File: src/rtl/bcd_pkg.sv
// Shared constants and state encoding for the
// sequential binary-to-BCD converter.
package bcd_pkg;

  localparam logic [3:0] BCD_ADJ_THRESH = 4'd5;
  localparam logic [3:0] BCD_ADJ_ADD    = 4'd3;
  localparam logic [3:0] BCD_NINE       = 4'd9;

  typedef enum logic [1:0] {
    ST_IDLE  = 2'd0,
    ST_SHIFT = 2'd1,
    ST_LOAD  = 2'd2
  } state_t;

endpackage

File: src/rtl/bin_to_bcd_seq_if.sv
// start/busy/out_valid handshake and result bus
// between a producer and the BCD converter.
interface bin_to_bcd_seq_if #(
  parameter int WIDTH  = 32,
  parameter int DIGITS = 8
);

  logic                  start;
  logic [WIDTH-1:0]      bin_in;
  logic                  busy;
  logic                  out_valid;
  logic [4*DIGITS-1:0]   bcd;
  logic [DIGITS-1:0]     lz_mask;
  logic                  overflow;

  modport master (
    output start,
    output bin_in,
    input  busy,
    input  out_valid,
    input  bcd,
    input  lz_mask,
    input  overflow
  );

  modport slave (
    input  start,
    input  bin_in,
    output busy,
    output out_valid,
    output bcd,
    output lz_mask,
    output overflow
  );

endinterface

File: src/rtl/bcd_digit_adj.sv
// One BCD digit of the double-dabble step:
// add 3 when the digit is 5 or more.
module bcd_digit_adj
  import bcd_pkg::*;
(
  input  logic [3:0] i_digit,
  output logic [3:0] o_digit
);

  assign o_digit = (i_digit >= BCD_ADJ_THRESH)
                 ? i_digit + BCD_ADJ_ADD
                 : i_digit;

endmodule

File: src/rtl/bin_to_bcd_seq.sv
// Sequential shift-and-add-3 binary-to-BCD converter,
// one input bit per clock, with overflow and blanking mask.
module bin_to_bcd_seq
  import bcd_pkg::*;
#(
  parameter int WIDTH  = 32,
  parameter int DIGITS = 8
) (
  input  logic          clk_100mhz,
  input  logic          rst,
  bin_to_bcd_seq_if.slave bus
);

  localparam int INT_DIGITS = (WIDTH*30103)/100000 + 1;
  localparam int ACC_W      = 4*INT_DIGITS;
  localparam int CNT_W      = $clog2(WIDTH+1);
  localparam int BCD_W      = 4*DIGITS;

  localparam logic [CNT_W-1:0] CNT_LAST = CNT_W'(WIDTH-1);
  localparam logic [DIGITS-1:0] LZ_RST =
    {{(DIGITS-1){1'b1}}, 1'b0};

  state_t              r_state;
  logic [WIDTH-1:0]    r_shreg;
  logic [ACC_W-1:0]    r_acc;
  logic [CNT_W-1:0]    r_cnt;
  logic                r_busy;
  logic                r_valid;
  logic [BCD_W-1:0]    r_bcd;
  logic [DIGITS-1:0]   r_lz;
  logic                r_ovf;

  logic [ACC_W-1:0]       w_adj;
  logic [ACC_W+WIDTH-1:0] w_next;
  logic                   w_ovf;
  logic                   w_zero;
  logic [DIGITS-1:0]      w_lz;
  logic [BCD_W-1:0]       w_bcd;

  for (genvar g = 0; g < INT_DIGITS; g++) begin : g_adj
    bcd_digit_adj u_adj (
      .i_digit (r_acc[4*g +: 4]),
      .o_digit (w_adj[4*g +: 4])
    );
  end

  assign w_next = {w_adj, r_shreg} << 1;

  // Digits above DIGITS only ever hold a nonzero value on overflow
  always_comb begin
    w_ovf  = 1'b0;
    w_zero = 1'b1;
    w_lz   = '0;
    for (int i = DIGITS; i < INT_DIGITS; i++) begin
      w_ovf = w_ovf | (|r_acc[4*i +: 4]);
    end
    for (int i = DIGITS-1; i >= 1; i--) begin
      w_zero  = w_zero & (r_acc[4*i +: 4] == 4'd0);
      w_lz[i] = w_zero;
    end
    w_bcd = r_acc[BCD_W-1:0];
    if (w_ovf) begin
      w_bcd = {DIGITS{BCD_NINE}};
      w_lz  = '0;
    end
  end

  always_ff @(posedge clk_100mhz) begin
    if (rst) begin
      r_state <= ST_IDLE;
      r_shreg <= '0;
      r_acc   <= '0;
      r_cnt   <= '0;
      r_busy  <= 1'b0;
      r_valid <= 1'b0;
      r_bcd   <= '0;
      r_lz    <= LZ_RST;
      r_ovf   <= 1'b0;
    end else begin
      r_valid <= 1'b0;
      unique case (r_state)
        ST_IDLE: begin
          if (bus.start) begin
            r_shreg <= bus.bin_in;
            r_acc   <= '0;
            r_cnt   <= '0;
            r_busy  <= 1'b1;
            r_state <= ST_SHIFT;
          end
        end
        ST_SHIFT: begin
          {r_acc, r_shreg} <= w_next;
          r_cnt <= r_cnt + CNT_W'(1);
          if (r_cnt == CNT_LAST) begin
            r_state <= ST_LOAD;
          end
        end
        ST_LOAD: begin
          r_bcd   <= w_bcd;
          r_lz    <= w_lz;
          r_ovf   <= w_ovf;
          r_valid <= 1'b1;
          r_busy  <= 1'b0;
          r_state <= ST_IDLE;
        end
        default: begin
          r_state <= ST_IDLE;
          r_busy  <= 1'b0;
        end
      endcase
    end
  end

  assign bus.busy      = r_busy;
  assign bus.out_valid = r_valid;
  assign bus.bcd       = r_bcd;
  assign bus.lz_mask   = r_lz;
  assign bus.overflow  = r_ovf;

endmodule
File: src/flat_wrapper.sv
// flat-port wrapper written by rule: the top's interface ports become plain ports
module bin_to_bcd_seq_flat import bcd_pkg::*;
#(
  parameter int WIDTH  = 32,
  parameter int DIGITS = 8
)
  (clk_100mhz, rst, bus_start, bus_bin_in, bus_busy, bus_out_valid, bus_bcd, bus_lz_mask, bus_overflow);
  bin_to_bcd_seq_if #(.WIDTH(WIDTH), .DIGITS(DIGITS)) bus_i ();
  input  logic clk_100mhz;
  input  logic rst;
  input wire logic [$bits(bus_i.start)-1:0] bus_start;
  input wire logic [$bits(bus_i.bin_in)-1:0] bus_bin_in;
  output wire logic [$bits(bus_i.busy)-1:0] bus_busy;
  output wire logic [$bits(bus_i.out_valid)-1:0] bus_out_valid;
  output wire logic [$bits(bus_i.bcd)-1:0] bus_bcd;
  output wire logic [$bits(bus_i.lz_mask)-1:0] bus_lz_mask;
  output wire logic [$bits(bus_i.overflow)-1:0] bus_overflow;
  assign bus_i.start = bus_start;
  assign bus_i.bin_in = bus_bin_in;
  assign bus_busy = bus_i.busy;
  assign bus_out_valid = bus_i.out_valid;
  assign bus_bcd = bus_i.bcd;
  assign bus_lz_mask = bus_i.lz_mask;
  assign bus_overflow = bus_i.overflow;
  bin_to_bcd_seq #(.WIDTH(WIDTH), .DIGITS(DIGITS)) u_core (.clk_100mhz(clk_100mhz), .rst(rst), .bus(bus_i));
endmodule
File: config.mk
export PLATFORM = sky130hd
export DESIGN_NAME = bin_to_bcd_seq_flat
export DESIGN_NICKNAME = d
export VERILOG_FILES = /design/src/rtl/bcd_pkg.sv /design/src/rtl/bin_to_bcd_seq_if.sv /design/src/rtl/bcd_digit_adj.sv /design/src/rtl/bin_to_bcd_seq.sv /design/src/flat_wrapper.sv
export SDC_FILE = /design/constraint.sdc
export NUM_CORES = 1
export LEC_CHECK = 0
export BUFFER_PORTS_ARGS = -buffer_cell sky130_fd_sc_hd__buf_2
export CORE_ASPECT_RATIO = 1.2
export CORE_MARGIN = 3
export CORE_UTILIZATION = 52
export DETAILED_ROUTE_END_ITERATION = 10
export PLACE_DENSITY_LB_ADDON = 0.08
export SLEW_MARGIN = 20
export SYNTH_ARGS = -nofsm -noshare
export SYNTH_HDL_FRONTEND = slang
export SYNTH_SLANG_ARGS = --single-unit
File: constraint.sdc
create_clock -name clk_100mhz -period 1.6 [get_ports clk_100mhz]
set_input_delay 0.08 -clock clk_100mhz [delete_from_list [all_inputs] [get_ports clk_100mhz]]
set_output_delay 0.08 -clock clk_100mhz [all_outputs]
set_load 0.03 [all_outputs]
* After elaboration in Yosys (flattened, before gate mapping) *
Cells that the tools add are included.

storage, ports and cells
  bits of input ports = 35
  register bits after elaboration = 123

operators by class
  equality and inequality tests = 5
  muxes and demuxes = 24
  bitwise gates (word level) = 8
  $add $sub $neg = 11
  order comparisons = 10
  reduce and logical (&&, ||, !) cells = 14

operator list
  operator               number
  $pmux W40 S2           1
  $mux W32               2
  $pmux W32 S2           1
  $ge A4 B3 Y1 const B   10
  $mux W40               1
  $add A4 B2 Y4 const B  9
  $mux W4                9
  $logic_not A4 Y1       7
  $pmux W6 S2            1
  $mux W8                1
  $reduce_or A4 Y1       2
  $add A6 B1 Y6 const B  1
  $and A1 B1 Y1          6
  $eq A6 B5 Y1 const B   1
  $mux W6                1
  $reduce_and A2 Y1      3
  $mux W2                2
  $pmux W2 S2            1
  $add A3 B2 Y3 const B  1
  $mux W3                1
  $eq A2 B1 Y1 const B   1
  $eq A2 B2 Y1 const B   1
  $logic_not A2 Y1       1
  $mux W1                2
  other kinds (6)        6

* Longest topological paths before layout *
Gate-level depths: netlist of run 1.

  word-level depth = 8
  depth in mapped cells = 7

* Modules after synthesis *
A second synthesis of run 1 with hierarchy kept.

unflattened totals
  cell total of the unflattened synthesis = 640
  area total of the unflattened synthesis = 5,462.7 µm²

by module, submodules not included
  module          times used  cells an instance  area each (µm²)  sequential area each (µm²)
  bin_to_bcd_seq  1           480                4,449.3          2,442.3
  bcd_digit_adj   10          16                 101.3            0.0

* Worst setup path before layout of run 1 *
No wires, ideal clock.

  kind = register to register
  from = register u_core.r_acc[16]
  to = register u_core.r_lz[2] (netlist: u_core.bus.lz_mask[2])
  setup time = 0.122 ns
  stages on the path, launching flop included = 7
  data required time = 1.478 ns
  data arrival time = 1.362 ns
  buffers on the path = 0
  clock period less this slack = 1.483 ns
  setup slack = 0.117 ns
  cell sequence = dfxtp_1 -> inv_1 -> ha_1 -> nor3b_1 -> and3_1 -> and3_1 -> a221o_1

on the way
  cells in the longest elaborated chain, start to end = 5

ends and longest elaborated chain
  element                      RTL line               source
  start: declaration           bin_to_bcd_seq.sv:25   logic [ACC_W-1:0] r_acc;
  start signal: assignment     bin_to_bcd_seq.sv:92   {r_acc, r_shreg} <= w_next;
  $logic_not A4 Y1             bin_to_bcd_seq.sv:58   w_zero = w_zero & (r_acc[4*i +: 4] == 4'd0);
  $and A1 B1 Y1 (3 in series)  bin_to_bcd_seq.sv:58
  $mux W8                      bin_to_bcd_seq.sv:62   if (w_ovf) begin
  end signal: assignment       bin_to_bcd_seq.sv:100  r_lz <= w_lz;
  end: declaration             bin_to_bcd_seq.sv:30   logic [DIGITS-1:0] r_lz;

No other way between the ends.
A chain may end at the register's enable or synchronous reset.

* Worst setup path in the final report of run 1 *
Ends and elaborated chain as after synthesis.

==> run metrics, run 1 <==
result of the run=completed; count of endpoints failing hold in the final timing report=0; fraction of power consumed by combinational cells=6.6%; Seq/Total Area, Yosys=43.6%; setup_tns=0 ns; Clock power frac=roughly 53%; list of cells traversed by the critical path=inv_1 > ha_1 > nor3b_1 > and3_1 > and3_1 > a221o_1; data arrival at the endpoint of the critical path=between 1.5 and 2 ns; n_diodes=0; clock latency reported for the late side of the worst-skew pair=between 0.4 and 0.5 ns; startpoint type of the worst setup path=flip-flop; Hold Path Stages=4; worst r2r src=u_core.r_acc[16]$_SDFFE_PP0P_; number of DRC markers in iteration 0=246; global placement routability congestion=0.820; Buffers & Inverters on Critical Path=1; Switch Pwr=about 1.8 mW; cell area after layout=~7000 um2; TritonCTS clock tree=done; largest buffer count on any clock path=2; overall routing resource usage=a little under a quarter; largest area contributor in the synthesized netlist=sky130_fd_sc_hd__dfxtp_1; placeable core region=a little over 10,000 um2; register share of total power=40.4%; antenna violations before repair=0; worst min-delay path category=in -> reg; most common flop cell mapped by yosys=sky130_fd_sc_hd__dfxtp_1; Remaining Overflow, GRT=0; DIE WIDTH=101 um; final cycle utilization of the critical path=about 95%; Via-to-Cell Ratio=about 5.7; total CTS buffers=17; leakage power=2.99 nW; setup skew after layout=between 0.007 and 0.008 ns; routed length per instance=between 15 and 20 um; CTS clock-pin slew for the worst setup and hold paths=around 0.060 ns; required time worst endpoint=~1.9 ns; GRT busiest layer=met2; overall via count from detail_route=4,859; worst hold start=bus_start; area of the mapped netlist=roughly 5600 um2; dominant cells by area after synthesis=sky130_fd_sc_hd__dfxtp_1, sky130_fd_sc_hd__a21oi_1, sky130_fd_sc_hd__ha_1; met3 routing resource usage after global routing=approximately 4.8%; area growth from synthesis to layout=24.7%; highest-count cells in the layout ignoring fill and taps=sky130_fd_sc_hd__dfxtp_1, sky130_fd_sc_hd__buf_2, sky130_fd_sc_hd__a21oi_1, sky130_fd_sc_hd__nor2_1, sky130_fd_sc_hd__inv_1; number of endpoints failing setup at the final stage=0; PD cells=1140 nW/um2; full die area=between 10,000 and 15,000 um2; count of distinct cell types in the synthesized netlist=52; cell depth of the worst flop-to-flop path=6; Internal=6.18 mW; RSZ-0062 raised after global routing=no; total nets after synthesis=689; quantity of I/O buffers inserted on ports=between 70 and 80; max-cap violations=0; Slowest-stage cell, CP=sky130_fd_sc_hd__dfxtp_2; CP most frequent cell=sky130_fd_sc_hd__and3_1; Pins Over Slew Limit=0; number of design rule violations left after detail routing=0; HPWL Detailed=between 8000 and 9000 um; number of synthesis warnings=0; delay-heaviest family, CP=simple AND/OR/NAND/NOR gates; worst-path fanout max=3; crit path from=u_core.r_acc[16]$_SDFFE_PP0P_; synthesized instance count=624; final core occ=68.0%; instance count on the critical path=6; Starting Density=about 55%; Async SR Flop Fraction=0%; count of H-tree levels built during CTS=4; switching share of power=around 22%; slowest stage delay, CP=0.34 ns; row count=40; die extent in y=around 120 um; final total power=between 7 and 8 mW; clk sink count=approximately 120; post-synth top area share=a little over two fifths; Final Critical Period=roughly 1.5 ns; element type at the critical path end=flip-flop; most common library cell in the layout ignoring fill and taps=sky130_fd_sc_hd__dfxtp_1; type of the setup path with the least slack=reg -> reg; area after detailed placement=~6100 um2; root buffer cell=sky130_fd_sc_hd__clkbuf_16; number of enable-type register cells in the synthesized netlist=0; NumNets Final=775; Top-Level Pins=78; GR Util met1=roughly 28%; flops & latches, synth=approximately 120; count of TritonRoute iterations in the first routing pass=4; via count of the first global-routing pass=about 5,000; Highest Clock Rate=657 MHz; antenna-violating nets left=0; pin count of the biggest net entering global routing=36; fraction of layout instances using a drive strength above 1=between 20% and 30%; Total Wirelength=approximately 14,000 um; Max IR drop VDD=roughly 0.00075 V; Global Route met2 Usage=around two fifths; average cell area after synthesis=8.97 um2; first-pass GRT wire length=22,900 um
==> path summary, 6_finish.rpt <==
path,end,slack [ns]
worst min-delay path,u_core.r_cnt[4]$_SDFFE_PP0P_,0.08
worst min register to register,u_core.bus.bcd[19]$_SDFFE_PP0P_,0.45
worst max register to register,u_core.bus.lz_mask[2]$_SDFFE_PP1P_,0.08
worst max-delay path,u_core.bus.lz_mask[2]$_SDFFE_PP1P_,0.08
==> repair_timing <==
action / CTS / global route
hold buffers: 15 / 0
setup endpoints to repair: 0 / 16
buffers inserted: 0 / 0
hold endpoints to repair: 16 / 0
resized for setup: 0 / 11
==> layer usage <==
metal	vias up	wire length, um
li1	2428	-
met1	2286	5830
met2	119	6930
met3	26	624
met4	0	264
met5	-	0
==> metrics by stage <==
stage          hold slack, ns  setup WS, ns  cells
6_report               0.0802        0.0781    849
5_1_grt                 0.101      0.000441    849
4_1_cts                0.0658        0.0243    849
3_5_place_dp            0.308        0.0352    802
3_3_place_gp            0.306        0.0989    802
2_1_floorplan           0.206         0.117    624
==> final cells by class <==
cell class,instances,area (um2)
Tap cell,126,158
Clock buffer,18,439
Clock inverter,14,221
Inverter,50,188
Sequential cell,122,2450
Fill cell,849,3280
Multi-Input combinational cell,406,2770
Timing Repair Buffer,113,758
==> power groups by stage <==
stage                     combinational, mW  sequential [mW]  clock (mW)
after detailed placement              0.492             3.26           0
after CTS                             0.524             3.20        4.27
after global placement                0.483             3.26           0
final                                 0.524             3.20        4.21
after floorplan                       0.345             3.24           0
after global routing                  0.583             3.21        4.42
==> synth_stat cells (2+ instances only) <==
cell,n
sky130_fd_sc_hd__xor2_1,2
sky130_fd_sc_hd__dfxtp_1,122
sky130_fd_sc_hd__o21ai_0,26
sky130_fd_sc_hd__nand2_1,29
sky130_fd_sc_hd__a21oi_1,79
sky130_fd_sc_hd__a221o_1,3
sky130_fd_sc_hd__ha_1,30
sky130_fd_sc_hd__and2_1,2
sky130_fd_sc_hd__mux2_2,2
sky130_fd_sc_hd__nand3_1,20
sky130_fd_sc_hd__buf_6,2
sky130_fd_sc_hd__clkbuf_1,17
sky130_fd_sc_hd__a32o_1,10
sky130_fd_sc_hd__nand2b_1,15
sky130_fd_sc_hd__a31oi_1,8
sky130_fd_sc_hd__o22ai_1,19
sky130_fd_sc_hd__o211ai_1,2
sky130_fd_sc_hd__inv_1,49
sky130_fd_sc_hd__a222oi_1,13
sky130_fd_sc_hd__a22o_1,12
sky130_fd_sc_hd__xnor2_1,10
sky130_fd_sc_hd__o31ai_1,11
sky130_fd_sc_hd__buf_2,19
sky130_fd_sc_hd__buf_4,4
sky130_fd_sc_hd__nor3_1,4
sky130_fd_sc_hd__nor2_1,50
sky130_fd_sc_hd__nor3b_1,9
sky130_fd_sc_hd__mux2i_1,10
sky130_fd_sc_hd__and3_1,3
sky130_fd_sc_hd__o32ai_1,2
sky130_fd_sc_hd__buf_1,4
sky130_fd_sc_hd__o221a_2,16
==> kinds of logic after synthesis <==
group           after synthesis  share of synthesized area, %
other cells                   1                        0.0670
compound gates              208                          25.4
buf+inv                      96                          7.40
fa+ha+maj                    30                          6.70
flops                       122                          43.6
xor+xnor                     12                          1.88
simple gates                143                          12.7
mux                          12                          2.19
==> registers in the layout, indices dropped and copies added (netlist names) <==
name / cells
u_core.r_acc: 40
u_core.bus.bcd: 32
u_core.r_shreg: 32
u_core.bus.lz_mask: 7
u_core.r_cnt: 6
u_core.r_state: 2
u_core.bus.busy: 1
u_core.bus.out_valid: 1
u_core.bus.overflow: 1
==> worst reg2reg max path, stage by stage (launching register included) <==
cell and delay (ns):
sky130_fd_sc_hd__dfxtp_2 0.34, sky130_fd_sc_hd__inv_1 0.05, sky130_fd_sc_hd__ha_1 0.18, sky130_fd_sc_hd__nor3b_1 0.15, sky130_fd_sc_hd__and3_1 0.19, sky130_fd_sc_hd__and3_1 0.18, sky130_fd_sc_hd__a221o_1 0.31
Note: power is estimated with default switching activity, not from simulation.
==> run 2: changes to the inputs <==
--- a/config.mk
+++ b/config.mk
@@ -11,6 +11,7 @@
 export CORE_UTILIZATION = 52
 export DETAILED_ROUTE_END_ITERATION = 10
 export PLACE_DENSITY_LB_ADDON = 0.08
+export SETUP_SLACK_MARGIN = 0.15
 export SLEW_MARGIN = 20
 export SYNTH_ARGS = -nofsm -noshare
 export SYNTH_HDL_FRONTEND = slang
==> run 2 against run 1 <==
Final cell count up 1.2%. Clock skew about the same. Sequential power barely moved. Wire length rose by 7.6%. Die area unchanged. Flip-flop and latch count unchanged. Largest power group unchanged. Total power down 8.9%. Critical path depth shrank 1. First-iteration DRC count grew 13%. Highest routed layer unchanged.
==> run metrics, run 2 (same netlist as run 1, synthesis figures left out) <==
result of the run=completed; n_diodes=0; clk sink count=roughly 120; Final Critical Period=1.46 ns; type of the setup path with the least slack=reg -> reg; area growth from synthesis to layout=28.7%; final cycle utilization of the critical path=91.4%; worst hold slack after final layout=0.0874 ns; largest buffer count on any clock path=2; PD cells=approximately 1000 nW/um2; worst-path fanout max=14; placeable core region=roughly 10,000 um2; Filler Cell Count=about 800; overall via count from detail_route=approximately 5,000; die extent in y=~120 um; row count=40; number of endpoints failing setup at the final stage=0; Total Wirelength=14,700 um; RSZ-0062 raised after global routing=yes; quantity of I/O buffers inserted on ports=76; sequential cell area in the final layout=around 2500 um2; required time worst endpoint=1.94 ns; max-cap violations=0; count of H-tree levels built during CTS=4; fraction of layout instances using a drive strength above 1=approximately a third; leakage power=3.06 nW; HPWL Detailed=roughly 9000 um; Top-Level Pins=between 70 and 80; crit path setup slack, layout=approximately 0.14 ns; Largest register FFs=40; element type at the critical path end=flip-flop; count of endpoints failing hold in the final timing report=0; data arrival at the endpoint of the critical path=between 1.5 and 2 ns; TritonCTS clock tree=done; highest-count cells in the layout ignoring fill and taps=sky130_fd_sc_hd__dfxtp_1, sky130_fd_sc_hd__buf_2, sky130_fd_sc_hd__a21oi_1, sky130_fd_sc_hd__nor2_1, sky130_fd_sc_hd__inv_1; count of TritonRoute iterations in the first routing pass=5; global placement routability congestion=roughly 0.81; routed length per instance=about 17 um; Starting Density=between 50% and 60%; worst min-delay path category=in -> reg; total CTS buffers=17; pin count of the biggest net entering global routing=38; full die area=roughly 12,000 um2; Multi-input gate area=2970 um2; most common library cell in the layout ignoring fill and taps=sky130_fd_sc_hd__dfxtp_1; startpoint type of the worst setup path=flip-flop; CTS clock-pin slew for the worst setup and hold paths=0.06 ns; number of placed cells counting well taps=approximately 800; setup skew after layout=0.00700 ns; number of design rule violations left after detail routing=0; overall routing resource usage=23.5%; count of placed standard cells in the final layout, fillers left out=between 800 and 900; Highest Clock Rate=between 600 and 700 MHz; antenna violations before repair=0; pre-CTS setup slack=approximately 0.06 ns; root buffer cell=sky130_fd_sc_hd__clkbuf_16; first-pass GRT wire length=22,900 um; NumNets Final=787; clock latency reported for the late side of the worst-skew pair=~0.41 ns; Remaining Overflow, GRT=0; number of DRC markers in iteration 0=279; via count of the first global-routing pass=roughly 4,700; Biggest register=u_core.r_acc; Max IR drop VDD=roughly 0.00066 V; Via-to-Cell Ratio=between 5 and 6; DIE WIDTH=just over 100 um; setup_tns=0 ns; antenna-violating nets left=0; Pins Over Slew Limit=0
-- run 2: cell types whose count changed in the layout (fill, tap and decap cells not counted), moves of 5 or more --
cell	change
sky130_fd_sc_hd__dfxtp_1	-7
sky130_fd_sc_hd__clkinv_2	+5
sky130_fd_sc_hd__a21oi_2	+10
sky130_fd_sc_hd__nand3_2	+6
sky130_fd_sc_hd__buf_4	+8
sky130_fd_sc_hd__inv_1	-15
sky130_fd_sc_hd__nand3_1	-6
sky130_fd_sc_hd__clkinv_4	-5
sky130_fd_sc_hd__inv_2	+14
sky130_fd_sc_hd__a21oi_1	-12
sky130_fd_sc_hd__ha_1	-6
-- run 2: power by group --
part / switching (mW) / internal (mW) / leakage, nW
clock network: 1.31 / 2.18 / 0.264
registers: 0.0690 / 3.13 / 0.997
logic: 0.295 / 0.237 / 1.80
-- run 2: worst paths after layout --
kind	from	endpoint	slack (ns)	depth (start not counted)
setup / recovery	u_core.r_acc[39]$_SDFFE_PP0P_	u_core.bus.bcd[17]$_SDFFE_PP0P_	0.14	5
hold / removal	bus_start	u_core.r_cnt[4]$_SDFFE_PP0P_	0.09	4
setup reg to reg	u_core.r_acc[39]$_SDFFE_PP0P_	u_core.bus.bcd[17]$_SDFFE_PP0P_	0.14	5
hold reg to reg	u_core.bus.bcd[15]$_SDFFE_PP0P_	u_core.bus.bcd[15]$_SDFFE_PP0P_	0.45	2
-- run 2: per-layer routing --
layer / up-vias / GRT usage (%) / wire (um)
met5: - / 0 / 0
met4: 0 / 8.34 / 403
met3: 27 / 5.41 / 768
met2: 151 / 40.9 / 7420
met1: 2395 / 27.9 / 6090
li1: 2445 / - / -
-- run 2: cell type report --
cell class                 count  share of cell area [%]
tap                          126                    2.19
clock inverter                 9                    1.04
multi-input combinational    407                    41.2
inverter                      50                    2.64
sequential                   122                    34.2
clock buffer                  21                    6.39
timing repair buffer         124                    12.3
-- run 2: critical path, stage by stage (launching register included) --
cell                        delay [ns]
sky130_fd_sc_hd__dfxtp_4          0.36
sky130_fd_sc_hd__nor4_4           0.32
sky130_fd_sc_hd__and3_4           0.31
sky130_fd_sc_hd__clkbuf_16        0.19
sky130_fd_sc_hd__nand3_1          0.08
sky130_fd_sc_hd__a21oi_1          0.13
-- run 2: what timing repair did --
item | in CTS | in global routing
hold buffers | 14 | 0
hold endpoints to repair | 14 | 0
resized for setup | 18 | 58
pin swaps | 2 | 36
gates cloned | 0 | 3
setup buffers | 3 | 8
setup endpoints to repair | 41 | 66
-- run 2: per-stage QoR --
stage	utilization, %	area (um2)	power (mW)
finish	70.2	7210	7.22
floorplan	-	5600	3.59
detailed placement	59.8	6130	3.75
CTS	67.2	6900	7.25
global route	70.2	7210	7.49
global placement	59.8	6130	3.73
